--- src/rtl/tmds_multi_encoder_if.sv ---
// Parallel pixel-side bus of the N-channel TMDS encoder: mode, per-channel payload and symbols.
// Streaming bus: one symbol in and one symbol out on every pixclk cycle, with no valid/ready or backpressure.
interface tmds_multi_encoder_if #(
    parameter int NUM_CH = 3
);
    logic [2:0]          mode;
    logic [8*NUM_CH-1:0] vd;
    logic [2*NUM_CH-1:0] cd;
    logic [4*NUM_CH-1:0] aux;
    logic [10*NUM_CH-1:0] tmds;

    modport master (output mode, vd, cd, aux, input tmds);
    modport slave  (input mode, vd, cd, aux, output tmds);
endinterface

--- src/rtl/tmds_multi_encoder.sv ---
// N-channel TMDS encoder (control, 8b/10b video, guard bands, TERC4) with two register stages
// and an independent running disparity per channel.
module tmds_multi_encoder #(
    parameter int NUM_CH = 3,
    parameter int DISP_W = 5
) (
    input  logic pixclk,
    input  logic rst,
    tmds_multi_encoder_if.slave bus
);
    typedef enum logic [2:0] {
        MODE_CTRL  = 3'd0,
        MODE_VIDEO = 3'd1,
        MODE_VGB   = 3'd2,
        MODE_TERC4 = 3'd3,
        MODE_DGB   = 3'd4
    } mode_t;

    typedef logic signed [DISP_W-1:0] disp_t;

    localparam logic [9:0] SYM_CTRL0 = 10'h354;
    localparam disp_t DISP_ZERO = disp_t'(0);
    localparam disp_t DISP_TWO  = disp_t'(2);

    // Transition-minimising stage: XOR/XNOR chain, bit 8 flags the XOR variant.
    function automatic logic [8:0] min_transition(input logic [7:0] d);
        int n1;
        logic use_xnor;
        logic [8:0] q;
        n1 = $countones(d);
        use_xnor = (n1 > 4) || (n1 == 4 && !d[0]);
        q = '0;
        q[0] = d[0];
        for (int i = 1; i < 8; i++) begin
            q[i] = use_xnor ? ~(q[i-1] ^ d[i]) : (q[i-1] ^ d[i]);
        end
        q[8] = ~use_xnor;
        return q;
    endfunction

    function automatic logic [9:0] ctrl_sym(input logic [1:0] c);
        logic [9:0] s;
        case (c)
            2'b00:   s = 10'h354;
            2'b01:   s = 10'h0AB;
            2'b10:   s = 10'h154;
            default: s = 10'h2AB;
        endcase
        return s;
    endfunction

    function automatic logic [9:0] terc4_sym(input logic [3:0] a);
        logic [9:0] s;
        case (a)
            4'h0: s = 10'h29C;  4'h1: s = 10'h263;  4'h2: s = 10'h2E4;  4'h3: s = 10'h2E2;
            4'h4: s = 10'h171;  4'h5: s = 10'h11E;  4'h6: s = 10'h18E;  4'h7: s = 10'h13C;
            4'h8: s = 10'h2CC;  4'h9: s = 10'h139;  4'hA: s = 10'h19C;  4'hB: s = 10'h2C6;
            4'hC: s = 10'h28E;  4'hD: s = 10'h271;  4'hE: s = 10'h163;  default: s = 10'h2C3;
        endcase
        return s;
    endfunction

    // DC-balancing stage: returns {symbol, updated disparity}.
    function automatic logic [DISP_W+9:0] video_enc(input logic [8:0] qm, input disp_t d);
        int n1;
        disp_t bal;
        disp_t dn;
        logic [9:0] sym;
        n1 = $countones(qm[7:0]);
        bal = disp_t'(2 * n1 - 8);
        if (d == DISP_ZERO || bal == DISP_ZERO) begin
            if (qm[8]) begin
                sym = {2'b01, qm[7:0]};
                dn  = d + bal;
            end else begin
                sym = {2'b10, ~qm[7:0]};
                dn  = d - bal;
            end
        end else if (d[DISP_W-1] == bal[DISP_W-1]) begin
            sym = {1'b1, qm[8], ~qm[7:0]};
            dn  = d - bal + (qm[8] ? DISP_TWO : DISP_ZERO);
        end else begin
            sym = {1'b0, qm[8], qm[7:0]};
            dn  = d + bal - (qm[8] ? DISP_ZERO : DISP_TWO);
        end
        return {sym, dn};
    endfunction

    mode_t in_mode;
    mode_t s1_mode;
    logic [8:0] s1_qm  [NUM_CH];
    logic [1:0] s1_cd  [NUM_CH];
    logic [3:0] s1_aux [NUM_CH];

    logic [9:0] sym_next  [NUM_CH];
    disp_t      disp_next [NUM_CH];
    disp_t      disp      [NUM_CH];
    logic [10*NUM_CH-1:0] tmds_q;

    // Reserved mode codes collapse to CTRL before they reach the pipeline.
    always_comb begin
        case (bus.mode)
            3'd1:    in_mode = MODE_VIDEO;
            3'd2:    in_mode = MODE_VGB;
            3'd3:    in_mode = MODE_TERC4;
            3'd4:    in_mode = MODE_DGB;
            default: in_mode = MODE_CTRL;
        endcase
    end

    always_ff @(posedge pixclk) begin
        if (rst) begin
            s1_mode <= MODE_CTRL;
            for (int c = 0; c < NUM_CH; c++) begin
                s1_qm[c]  <= '0;
                s1_cd[c]  <= '0;
                s1_aux[c] <= '0;
            end
        end else begin
            s1_mode <= in_mode;
            for (int c = 0; c < NUM_CH; c++) begin
                s1_qm[c]  <= min_transition(bus.vd[8*c +: 8]);
                s1_cd[c]  <= bus.cd[2*c +: 2];
                s1_aux[c] <= bus.aux[4*c +: 4];
            end
        end
    end

    // Every non-video symbol clears the disparity so the next video period starts balanced.
    always_comb begin
        for (int c = 0; c < NUM_CH; c++) begin
            sym_next[c]  = SYM_CTRL0;
            disp_next[c] = DISP_ZERO;
            case (s1_mode)
                MODE_VIDEO: {sym_next[c], disp_next[c]} = video_enc(s1_qm[c], disp[c]);
                MODE_VGB:   sym_next[c] = (c % 3 == 1) ? 10'h133 : 10'h2CC;
                MODE_TERC4: sym_next[c] = terc4_sym(s1_aux[c]);
                MODE_DGB:   sym_next[c] = (c == 0) ? terc4_sym(s1_aux[0]) : 10'h133;
                default:    sym_next[c] = ctrl_sym(s1_cd[c]);
            endcase
        end
    end

    always_ff @(posedge pixclk) begin
        if (rst) begin
            for (int c = 0; c < NUM_CH; c++) begin
                tmds_q[10*c +: 10] <= SYM_CTRL0;
                disp[c]            <= DISP_ZERO;
            end
        end else begin
            for (int c = 0; c < NUM_CH; c++) begin
                tmds_q[10*c +: 10] <= sym_next[c];
                disp[c]            <= disp_next[c];
            end
        end
    end

    assign bus.tmds = tmds_q;

endmodule

--- src/flat_wrapper.sv ---
// flat-port wrapper written by rule: the top's interface ports become plain ports
module tmds_multi_encoder_flat 
#(
    parameter int NUM_CH = 3,
    parameter int DISP_W = 5
)
  (pixclk, rst, bus_mode, bus_vd, bus_cd, bus_aux, bus_tmds);
  tmds_multi_encoder_if #(.NUM_CH(NUM_CH)) bus_i ();
  input  logic pixclk;
  input  logic rst;
  input wire logic [$bits(bus_i.mode)-1:0] bus_mode;
  input wire logic [$bits(bus_i.vd)-1:0] bus_vd;
  input wire logic [$bits(bus_i.cd)-1:0] bus_cd;
  input wire logic [$bits(bus_i.aux)-1:0] bus_aux;
  output wire logic [$bits(bus_i.tmds)-1:0] bus_tmds;
  assign bus_i.mode = bus_mode;
  assign bus_i.vd = bus_vd;
  assign bus_i.cd = bus_cd;
  assign bus_i.aux = bus_aux;
  assign bus_tmds = bus_i.tmds;
  tmds_multi_encoder #(.NUM_CH(NUM_CH), .DISP_W(DISP_W)) u_core (.pixclk(pixclk), .rst(rst), .bus(bus_i));
endmodule
--- config.mk ---
export PLATFORM = sky130hd
export DESIGN_NAME = tmds_multi_encoder_flat
export DESIGN_NICKNAME = d
export VERILOG_FILES = /design/src/rtl/tmds_multi_encoder_if.sv /design/src/rtl/tmds_multi_encoder.sv /design/src/flat_wrapper.sv
export SDC_FILE = /design/constraint.sdc
export NUM_CORES = 1
export LEC_CHECK = 0
export CORE_MARGIN = 2
export CORE_UTILIZATION = 55
export CTS_CLUSTER_DIAMETER = 120
export DETAILED_ROUTE_END_ITERATION = 12
export HOLD_SLACK_MARGIN = 0.05
export PLACE_DENSITY = 0.78
export SLEW_MARGIN = 20
export SYNTH_ARGS = -nofsm -noshare
export SYNTH_HDL_FRONTEND = slang
export SYNTH_SLANG_ARGS = --single-unit
--- constraint.sdc ---
create_clock -name pixclk -period 4.1 [get_ports pixclk]
set_input_delay 0.82 -clock pixclk [delete_from_list [all_inputs] [get_ports pixclk]]
set_output_delay 0.82 -clock pixclk [all_outputs]
set_load 0.01 [all_outputs]
==> results of run 1 <==
per-stage QoR:
stage / setup WS [ns] / power, mW / instance area (µm²) / hold slack (ns) / util [%]
2_1_floorplan: 0.338 / 4.71 / 7040 / 0.453 / -
3_3_place_gp: 0.0250 / 5.49 / 8030 / 0.504 / 63.9
3_5_place_dp: -0.119 / 5.81 / 8030 / 0.511 / 63.9
4_1_cts: 0.0992 / 6.73 / 8330 / 0.522 / 66.3
5_1_grt: -0.0325 / 7.46 / 8370 / 0.573 / 66.6
6_report: 0.222 / 6.79 / 8370 / 0.532 / 66.6
registers in the layout (all words and copies together) (netlist names):
register,flops
u_core.bus.tmds,30
u_core.s1_qm,27
u_core.disp,12
u_core.s1_aux,12
u_core.s1_cd,6
u_core.s1_mode,3
cells by family after synthesis:
kind of cell / after synthesis
AND/OR/NAND/NOR: 190
buffers and inverters: 106
multiplexers: 14
flip-flops: 90
AO/OA/AOI/OAI: 156
adder cells (fa/ha/maj): 135
XOR/XNOR: 86
synthesized netlist by cell type, types with 3 or more instances:
cell,number,area (µm²)
sky130_fd_sc_hd__xnor2_1,56,490
sky130_fd_sc_hd__nor2_1,65,244
sky130_fd_sc_hd__a31oi_1,4,25.0
sky130_fd_sc_hd__a211oi_1,15,113
sky130_fd_sc_hd__and2_1,4,25.0
sky130_fd_sc_hd__a221oi_1,4,35.0
sky130_fd_sc_hd__nor4_1,3,18.8
sky130_fd_sc_hd__mux2i_1,12,120
sky130_fd_sc_hd__buf_2,3,15.0
sky130_fd_sc_hd__ha_1,105,1310
sky130_fd_sc_hd__o21a_1,4,30.0
sky130_fd_sc_hd__o211ai_1,7,52.6
sky130_fd_sc_hd__nor3b_1,11,82.6
sky130_fd_sc_hd__or2_2,3,18.8
sky130_fd_sc_hd__o22ai_1,13,81.3
sky130_fd_sc_hd__inv_1,75,282
sky130_fd_sc_hd__nor2b_1,33,206
sky130_fd_sc_hd__nor3_1,10,50.1
sky130_fd_sc_hd__nand2b_1,6,37.5
sky130_fd_sc_hd__fa_1,30,601
sky130_fd_sc_hd__and3_1,6,37.5
sky130_fd_sc_hd__clkbuf_1,23,86.3
sky130_fd_sc_hd__nand2_1,31,116
sky130_fd_sc_hd__xor2_1,27,236
sky130_fd_sc_hd__nand3_1,9,45.0
sky130_fd_sc_hd__o21ai_0,24,120
sky130_fd_sc_hd__a21oi_1,47,235
sky130_fd_sc_hd__a22oi_1,3,22.5
sky130_fd_sc_hd__dfxtp_1,90,1800
sky130_fd_sc_hd__o21bai_1,6,45.0
sky130_fd_sc_hd__o21ai_1,7,35.0
final cells by class:
type | instances | area, µm²
clock buffer | 9 | 225
clock inverter | 7 | 77.6
fill | 1016 | 4200
inverter | 77 | 289
multi-input combinational | 581 | 4850
sequential | 90 | 1800
tap | 172 | 215
timing repair buffer | 97 | 913
worst max-delay path: cells and delay by family (launching register included):
kind / cells / cell delay [ns]
AOI/OAI and AO/OA: 1 / 0.32
xor gates and xnor gates: 2 / 0.31
DFF: 1 / 0.35
buffers and inverters: 4 / 0.29
muxes: 1 / 0.29
adders and majority gates: 6 / 2.21
worst paths after layout:
path / from / endpoint / cells after the start
worst max-delay path: u_core.s1_qm[0][24] / u_core.bus.tmds[26] / 14
worst min-delay path: u_core.s1_qm[0][12] / u_core.bus.tmds[13] / 2
worst max register to register: u_core.s1_qm[0][24] / u_core.bus.tmds[26] / 14
worst min register to register: u_core.s1_qm[0][12] / u_core.bus.tmds[13] / 2
report_power, final:
| group | switching [mW] | total [mW] | internal (mW) | leakage (nW) |
|---|---|---|---|---|
| Sequential | 0.160 | 1.18 | 1.02 | 0.746 |
| Combinational | 2.60 | 4.77 | 2.17 | 2.70 |
| Clock | 0.368 | 0.843 | 0.475 | 0.134 |
| Total | 3.13 | 6.79 | 3.66 | 3.58 |
layer usage:
layer,GRT usage (%),vias up,wire length [µm]
met4,12.0,0,452
met2,40.3,215,7670
li1,-,2779,-
met1,33.3,2672,7290
met3,3.81,39,932
met5,0,-,0
what timing repair did:
action                     in CTS  in global routing
resized for setup               0                  5
setup endpoints to repair       0                  9
hold buffers                    0                  0
setup buffers                   0                  2
==> out/metrics.cfg, run 1 <==
[layout]
drive_gt1_share_pct = 6.27
antenna_cells_inserted = 0
layout.cells.most_common_list = 104 x sky130_fd_sc_hd__ha_1, 90 x sky130_fd_sc_hd__dfxtp_1, 75 x sky130_fd_sc_hd__inv_1, 75 x sky130_fd_sc_hd__clkdlybuf4s50_1, 65 x sky130_fd_sc_hd__nor2_1
areaGrowthSynthToFinish_pct = 19.0
finalNonFillerCells = 1033
nets = 1038
final_common_cell = sky130_fd_sc_hd__ha_1

[pwr]
pwr_density_cell_nw_per_um2 = 811
worst_case_vdd_ir_drop_v = 0.00102
p_leak_nw = 3.58

[global_routing]
grt_usage_pct = 25.1
grt_pass1_wl_mm = 26.7
globalRoute.totalOverflow = 0
grt_start_max_net_pins = 40
grt_pass1_vias = 5668
grt_antenna_before_repair = 0

[worst_setup_path]
cp_common_cell = sky130_fd_sc_hd__inv_1
cp_data_arrival_time_ns = 4.11
cell_by_cell_trace_of_the_critical_path = ha_1, fa_1, inv_1, fa_1, inv_1, ha_1, inv_1, fa_1, inv_1, ha_1, xor2_2, mux2i_4, xor2_1, a221o_1
critical-path-max-stage-delay_ns = 0.55
cp.required_ns = 4.34
critical_path.slowest_cell = sky130_fd_sc_hd__fa_1
critical_path_end_type = flop
crit_fanout = 7
worst_setup_path_start_kind = flop
critical_path_class = reg2reg
worst-r2r-setup-slack_ns = 0.22

[synth]
muxShareOfSynthArea_pct = 2.35
synth.net_count = 959
synthSimpleGateAreaFrac_pct = 13.7
ys_dominant_reg_cell = sky130_fd_sc_hd__dfxtp_1
synth-adder-area-share_pct = 27.2
synth-edff-count = 0
largest_family_of_logic_cells_by_synthesized_area = adder cells
synth.ff_latch_count = 90
post_synth_xor_xnor_area_pct = 11.1
synth_cells = 777
yosys.cell_types.count = 62
fraction_of_the_mapped_netlist_area_in_compound_gates_pct = 14.3
synthesis.area_per_instance_um2 = 9.06
synth-warning-count = 0
asyncSetResetFlopFracSynth_pct = 0
yosysSeqAreaShare_pct = 25.6
synthesis.area_um2 = 7040

[run_status]
run_status = completed

[sta]
finalSetupViolCount = 0
hold_violations = 0
finalWorstPathRequiredPeriod_ns = 3.88
worst_slew_pin_slew_ns = 0.774
fmax_ghz = 0.258
rsz0062_at_grt = true
slew_violations = 0
slew_headroom_pct = 48.2
finalSetupTns_ns = 0
timing.final.crit_share_pct = 94.6
finalClockSkew_ns = 0.00459

[floorplanning]
placementRows = 41
dieWidth_um = 117
pin_count = 77
starting_density_of_the_core_pct = 56.0
core_region_area_um2 = 12600
die_y_um = 117
total_die_area_um2 = 13700

[clocking]
clock_path_buffers = 2
clkLatencyLatePin_ns = 0.36
clk_pin_slew_worst_paths_ns = 0.07
cts.root.buffer_cell = sky130_fd_sc_hd__clkbuf_16
cts_tree = built
clock_sink_count = 90
numCtsBuffers = 9
clock_h_tree_levels = 3

[route]
detailedRoute.firstIterationViolations = 408
via_count = 5705
final_ant_viol_nets = 0
detail_route.vias_per_cell = 5.52
routedWlPerCell_um = 15.8
post-route-drc-count = 0
drt_wl_total_mm = 16.3
drt_first_pass_iters = 6

[placed_design]
port_buffers = 76
numPlacedInstances = 1015
dpl.hpwl_mm = 12.7
place.gp.congestion = 0.933

[flow_run]
cap_violations = 0

[hold_path]
hold_path.class = reg2reg

Note: power is estimated with default switching activity, not from simulation.
==> run 2, diff against run 1 <==
--- a/config.mk
+++ b/config.mk
@@ -5,12 +5,11 @@
 export SDC_FILE = /design/constraint.sdc
 export NUM_CORES = 1
 export LEC_CHECK = 0
-export CORE_MARGIN = 2
-export CORE_UTILIZATION = 55
+export CORE_UTILIZATION = 52
 export CTS_CLUSTER_DIAMETER = 120
 export DETAILED_ROUTE_END_ITERATION = 12
 export HOLD_SLACK_MARGIN = 0.05
-export PLACE_DENSITY = 0.78
+export PLACE_DENSITY = 0.77
 export SLEW_MARGIN = 20
 export SYNTH_ARGS = -nofsm -noshare
 export SYNTH_HDL_FRONTEND = slang
==> constraint.sdc (replaced) <==
create_clock -name pixclk -period 3.5 [get_ports pixclk]
set_input_delay 0.7 -clock pixclk [delete_from_list [all_inputs] [get_ports pixclk]]
set_output_delay 0.7 -clock pixclk [all_outputs]
set_load 0.01 [all_outputs]
==> run 2 against run 1 <==
The run now ends with negative setup slack left. Maximum frequency rose by 3.6%. Critical endpoint is now u_core.bus.tmds[23]. Global-route usage fell by 0.19 points. Sequential share of layout area fell by 2.1 points. Die area rose by 2.1%. Largest power group unchanged. Design area rose by 12%. Non-clock buffer count rose by 58. Critical path type unchanged. Sequential power rose by 19%. Critical path depth rose by 1.
==> out/metrics.cfg, run 2 (synthesis results as in run 1) <==
[clocking]
postCtsHoldBufs = 0  ; unchanged
cts.root.buffer_cell = sky130_fd_sc_hd__clkbuf_16
clock_h_tree_levels = 3  ; unchanged
clk_pin_slew_worst_paths_ns = 0.07  ; about the same
clock_sink_count = 90  ; unchanged
cts_tree = built
clock_path_buffers = 2  ; unchanged
numCtsBuffers = 9  ; unchanged
clkLatencyLatePin_ns = 0.35  ; about the same

[route]
drt_first_pass_iters = 5  ; -1
post-route-drc-count = 0  ; unchanged
routedWlPerCell_um = 16.1  ; +1.5%
detail_route.vias_per_cell = 5.34  ; -3.2%
final_ant_viol_nets = 0  ; unchanged
via_count = 5863  ; +2.8%
detailedRoute.firstIterationViolations = 549  ; +35%
drt_wl_total_mm = 17.6  ; +7.8%

[run_status]
failed_checks = negative setup slack
run_status = finished, violations left

[pwr]
pwr_density_cell_nw_per_um2 = 1010  ; +25%
p_total_mw = 9.50  ; +40%
p_leak_nw = 4.03  ; +12%
fraction_of_power_spent_switching_nets_pct = 43.8  ; -2.3 points
cell_internal_pwr_mw = 5.34  ; +46%
gate_power_share_pct = 74.5  ; +4.3 points
p_clk_share_pct = 10.8  ; -1.6 points
netSwitchingPower_mw = 4.16  ; +33%
seq_power_share_pct = 14.7  ; -2.7 points
worst_case_vdd_ir_drop_v = 0.00123  ; +20%

[global_routing]
grt_start_max_net_pins = 63  ; +57%
globalRoute.totalOverflow = 0  ; unchanged
grt_antenna_before_repair = 0  ; unchanged
grt_pass1_wl_mm = 27.8  ; +4.3%
grt_usage_pct = 24.9  ; -0.19 points
grt_pass1_vias = 5867  ; +3.5%

[sta]
worst_slew_pin_slew_ns = 0.820  ; +0.0454 ns
rsz0062_at_grt = true
slew_violations = 0  ; unchanged
finalWorstPathRequiredPeriod_ns = 3.74  ; -0.134 ns
finalSetupViolCount = 22  ; +22
finalSetupTns_ns = -2.69  ; -2.69 ns
slew_headroom_pct = 43.9  ; -4.3 points
fmax_ghz = 0.267  ; +3.6%
finalClockSkew_ns = 0.00720  ; +0.00261 ns
hold_violations = 0  ; unchanged
timing.final.crit_share_pct = 107  ; +12 points
whs_ns = 0.599  ; +0.0670 ns
setup_slack_ns = -0.244  ; -0.466 ns

[hold_path]
min_delay_worst_endpoint = u_core.bus.tmds[0]
hold_path.class = reg2reg
holdCritStartpoint = u_core.s1_qm[0][0]
worstHoldPathCells = 2  ; unchanged

[floorplanning]
placementRows = 42  ; +2.4%
pin_count = 77  ; unchanged
total_die_area_um2 = 14000  ; +2.1%
core_region_area_um2 = 13200  ; +5.4%
starting_density_of_the_core_pct = 53.1  ; -2.9 points
dieWidth_um = 118  ; +1.0%
die_y_um = 118  ; +1.0%

[layout]
drive_gt1_share_pct = 20.8  ; +15 points
layout.cells.most_common_list = 78 x sky130_fd_sc_hd__ha_1, 78 x sky130_fd_sc_hd__dfxtp_1, 68 x sky130_fd_sc_hd__buf_4, 66 x sky130_fd_sc_hd__inv_1, 65 x sky130_fd_sc_hd__nor2_1
antenna_cells_inserted = 0  ; unchanged
final_core_util_pct = 70.7  ; +4.0 points
postLayoutCellArea_um2 = 9360  ; +12%
nets = 1098  ; +5.8%
final.fill_count = 971  ; -4.4%
finalNonFillerCells = 1097  ; +6.2%
areaGrowthSynthToFinish_pct = 32.9
max_ffs_per_register = 30  ; unchanged

[placed_design]
port_buffers = 76  ; unchanged
numPlacedInstances = 1066  ; +5.0%
dpl.hpwl_mm = 12.2  ; -4.3%
detailed_place.area_um2 = 8470  ; +5.4%
placement.setup.worst_slack_ns = -0.563  ; -0.444 ns
place.gp.congestion = 0.913  ; -2.1%

[worst_setup_path]
cp.required_ns = 3.71  ; -0.63 ns
r2r_end = u_core.bus.tmds[23]
worst-r2r-cell-count = 15  ; +1
critical_path_class = reg2reg
cp_data_arrival_time_ns = 3.96  ; -0.15 ns
worst-r2r-setup-slack_ns = -0.24  ; -0.47 ns
crit_fanout = 5  ; -2
crit-reg2reg-launch = u_core.s1_qm[0][25]
critical_path_end_type = flop
worst_setup_path_start_kind = flop

[flow_run]
cap_violations = 0  ; unchanged

run 2: worst max-delay path by stage:
stage	start	end	slack, ns	cells past startpoint
after floorplan	u_core.s1_qm[0][23]	u_core.bus.tmds[26]	-0.14	15
after global routing	u_core.s1_qm[0][25]	u_core.bus.tmds[27]	-0.32	15
after detailed placement	bus_vd[22]	u_core.s1_qm[0][23]	-0.56	11
after CTS	u_core.s1_qm[0][25]	u_core.bus.tmds[24]	-0.19	15
final	u_core.s1_qm[0][25]	u_core.bus.tmds[23]	-0.24	15
after global placement	bus_vd[22]	u_core.s1_qm[0][23]	-0.43	11
run 2: power groups by stage:
stage | combinational [mW] | clock, mW | sequential, mW
floorplan | 4.33 | 0 | 1.34
global placement | 5.70 | 0 | 1.39
detailed placement | 5.90 | 0 | 1.39
CTS | 6.52 | 1.03 | 1.38
global route | 7.82 | 1.08 | 1.42
finish | 7.07 | 1.02 | 1.40
run 2: repair_timing:
| action | CTS | global route |
|---|---|---|
| cloned | 2 | 0 |
| pin swaps | 42 | 44 |
| endpoints found under the setup margin | 47 | 45 |
| setup buffers | 9 | 6 |
| gates resized for setup | 66 | 45 |
run 2: final cells by class:
| class | instances | area, µm² | share of cell area (%) |
|---|---|---|---|
| sequential | 90 | 1820 | 19.4 |
| clock buffer | 11 | 243 | 2.59 |
| tap | 176 | 220 | 2.35 |
| multi-input combinational | 583 | 5300 | 56.6 |
| clock inverter | 5 | 67.6 | 0.722 |
| inverter | 77 | 289 | 3.09 |
| timing repair buffer | 155 | 1420 | 15.2 |
run 2: worst max-delay path, cell delays in order (launching register included):
cell	delay (ns)
sky130_fd_sc_hd__dfxtp_2	0.34
sky130_fd_sc_hd__ha_4	0.16
sky130_fd_sc_hd__fa_1	0.54
sky130_fd_sc_hd__inv_1	0.05
sky130_fd_sc_hd__fa_1	0.43
sky130_fd_sc_hd__inv_1	0.09
sky130_fd_sc_hd__ha_2	0.17
sky130_fd_sc_hd__inv_2	0.03
sky130_fd_sc_hd__fa_2	0.55
sky130_fd_sc_hd__inv_2	0.07
sky130_fd_sc_hd__ha_4	0.15
sky130_fd_sc_hd__a32o_2	0.26
sky130_fd_sc_hd__mux2i_4	0.23
sky130_fd_sc_hd__buf_6	0.19
sky130_fd_sc_hd__a221oi_2	0.19
sky130_fd_sc_hd__o21ai_1	0.14
run 2: layer usage:
| metal | GRT usage (%) | routed length, µm |
|---|---|---|
| met1 | 32.1 | 7960 |
| met2 | 41.3 | 8480 |
| met3 | 4.63 | 760 |
| met4 | 9.54 | 415 |
| met5 | 0 | 0 |
==> run 3, diff against run 2 <==
--- a/config.mk
+++ b/config.mk
@@ -6,7 +6,7 @@
 export NUM_CORES = 1
 export LEC_CHECK = 0
 export CORE_UTILIZATION = 52
-export CTS_CLUSTER_DIAMETER = 120
+export CTS_CLUSTER_DIAMETER = 60
 export DETAILED_ROUTE_END_ITERATION = 12
 export HOLD_SLACK_MARGIN = 0.05
 export PLACE_DENSITY = 0.77
==> results of run 3 <==
The final DEF is identical to that of run 2; final timing and power are the same.
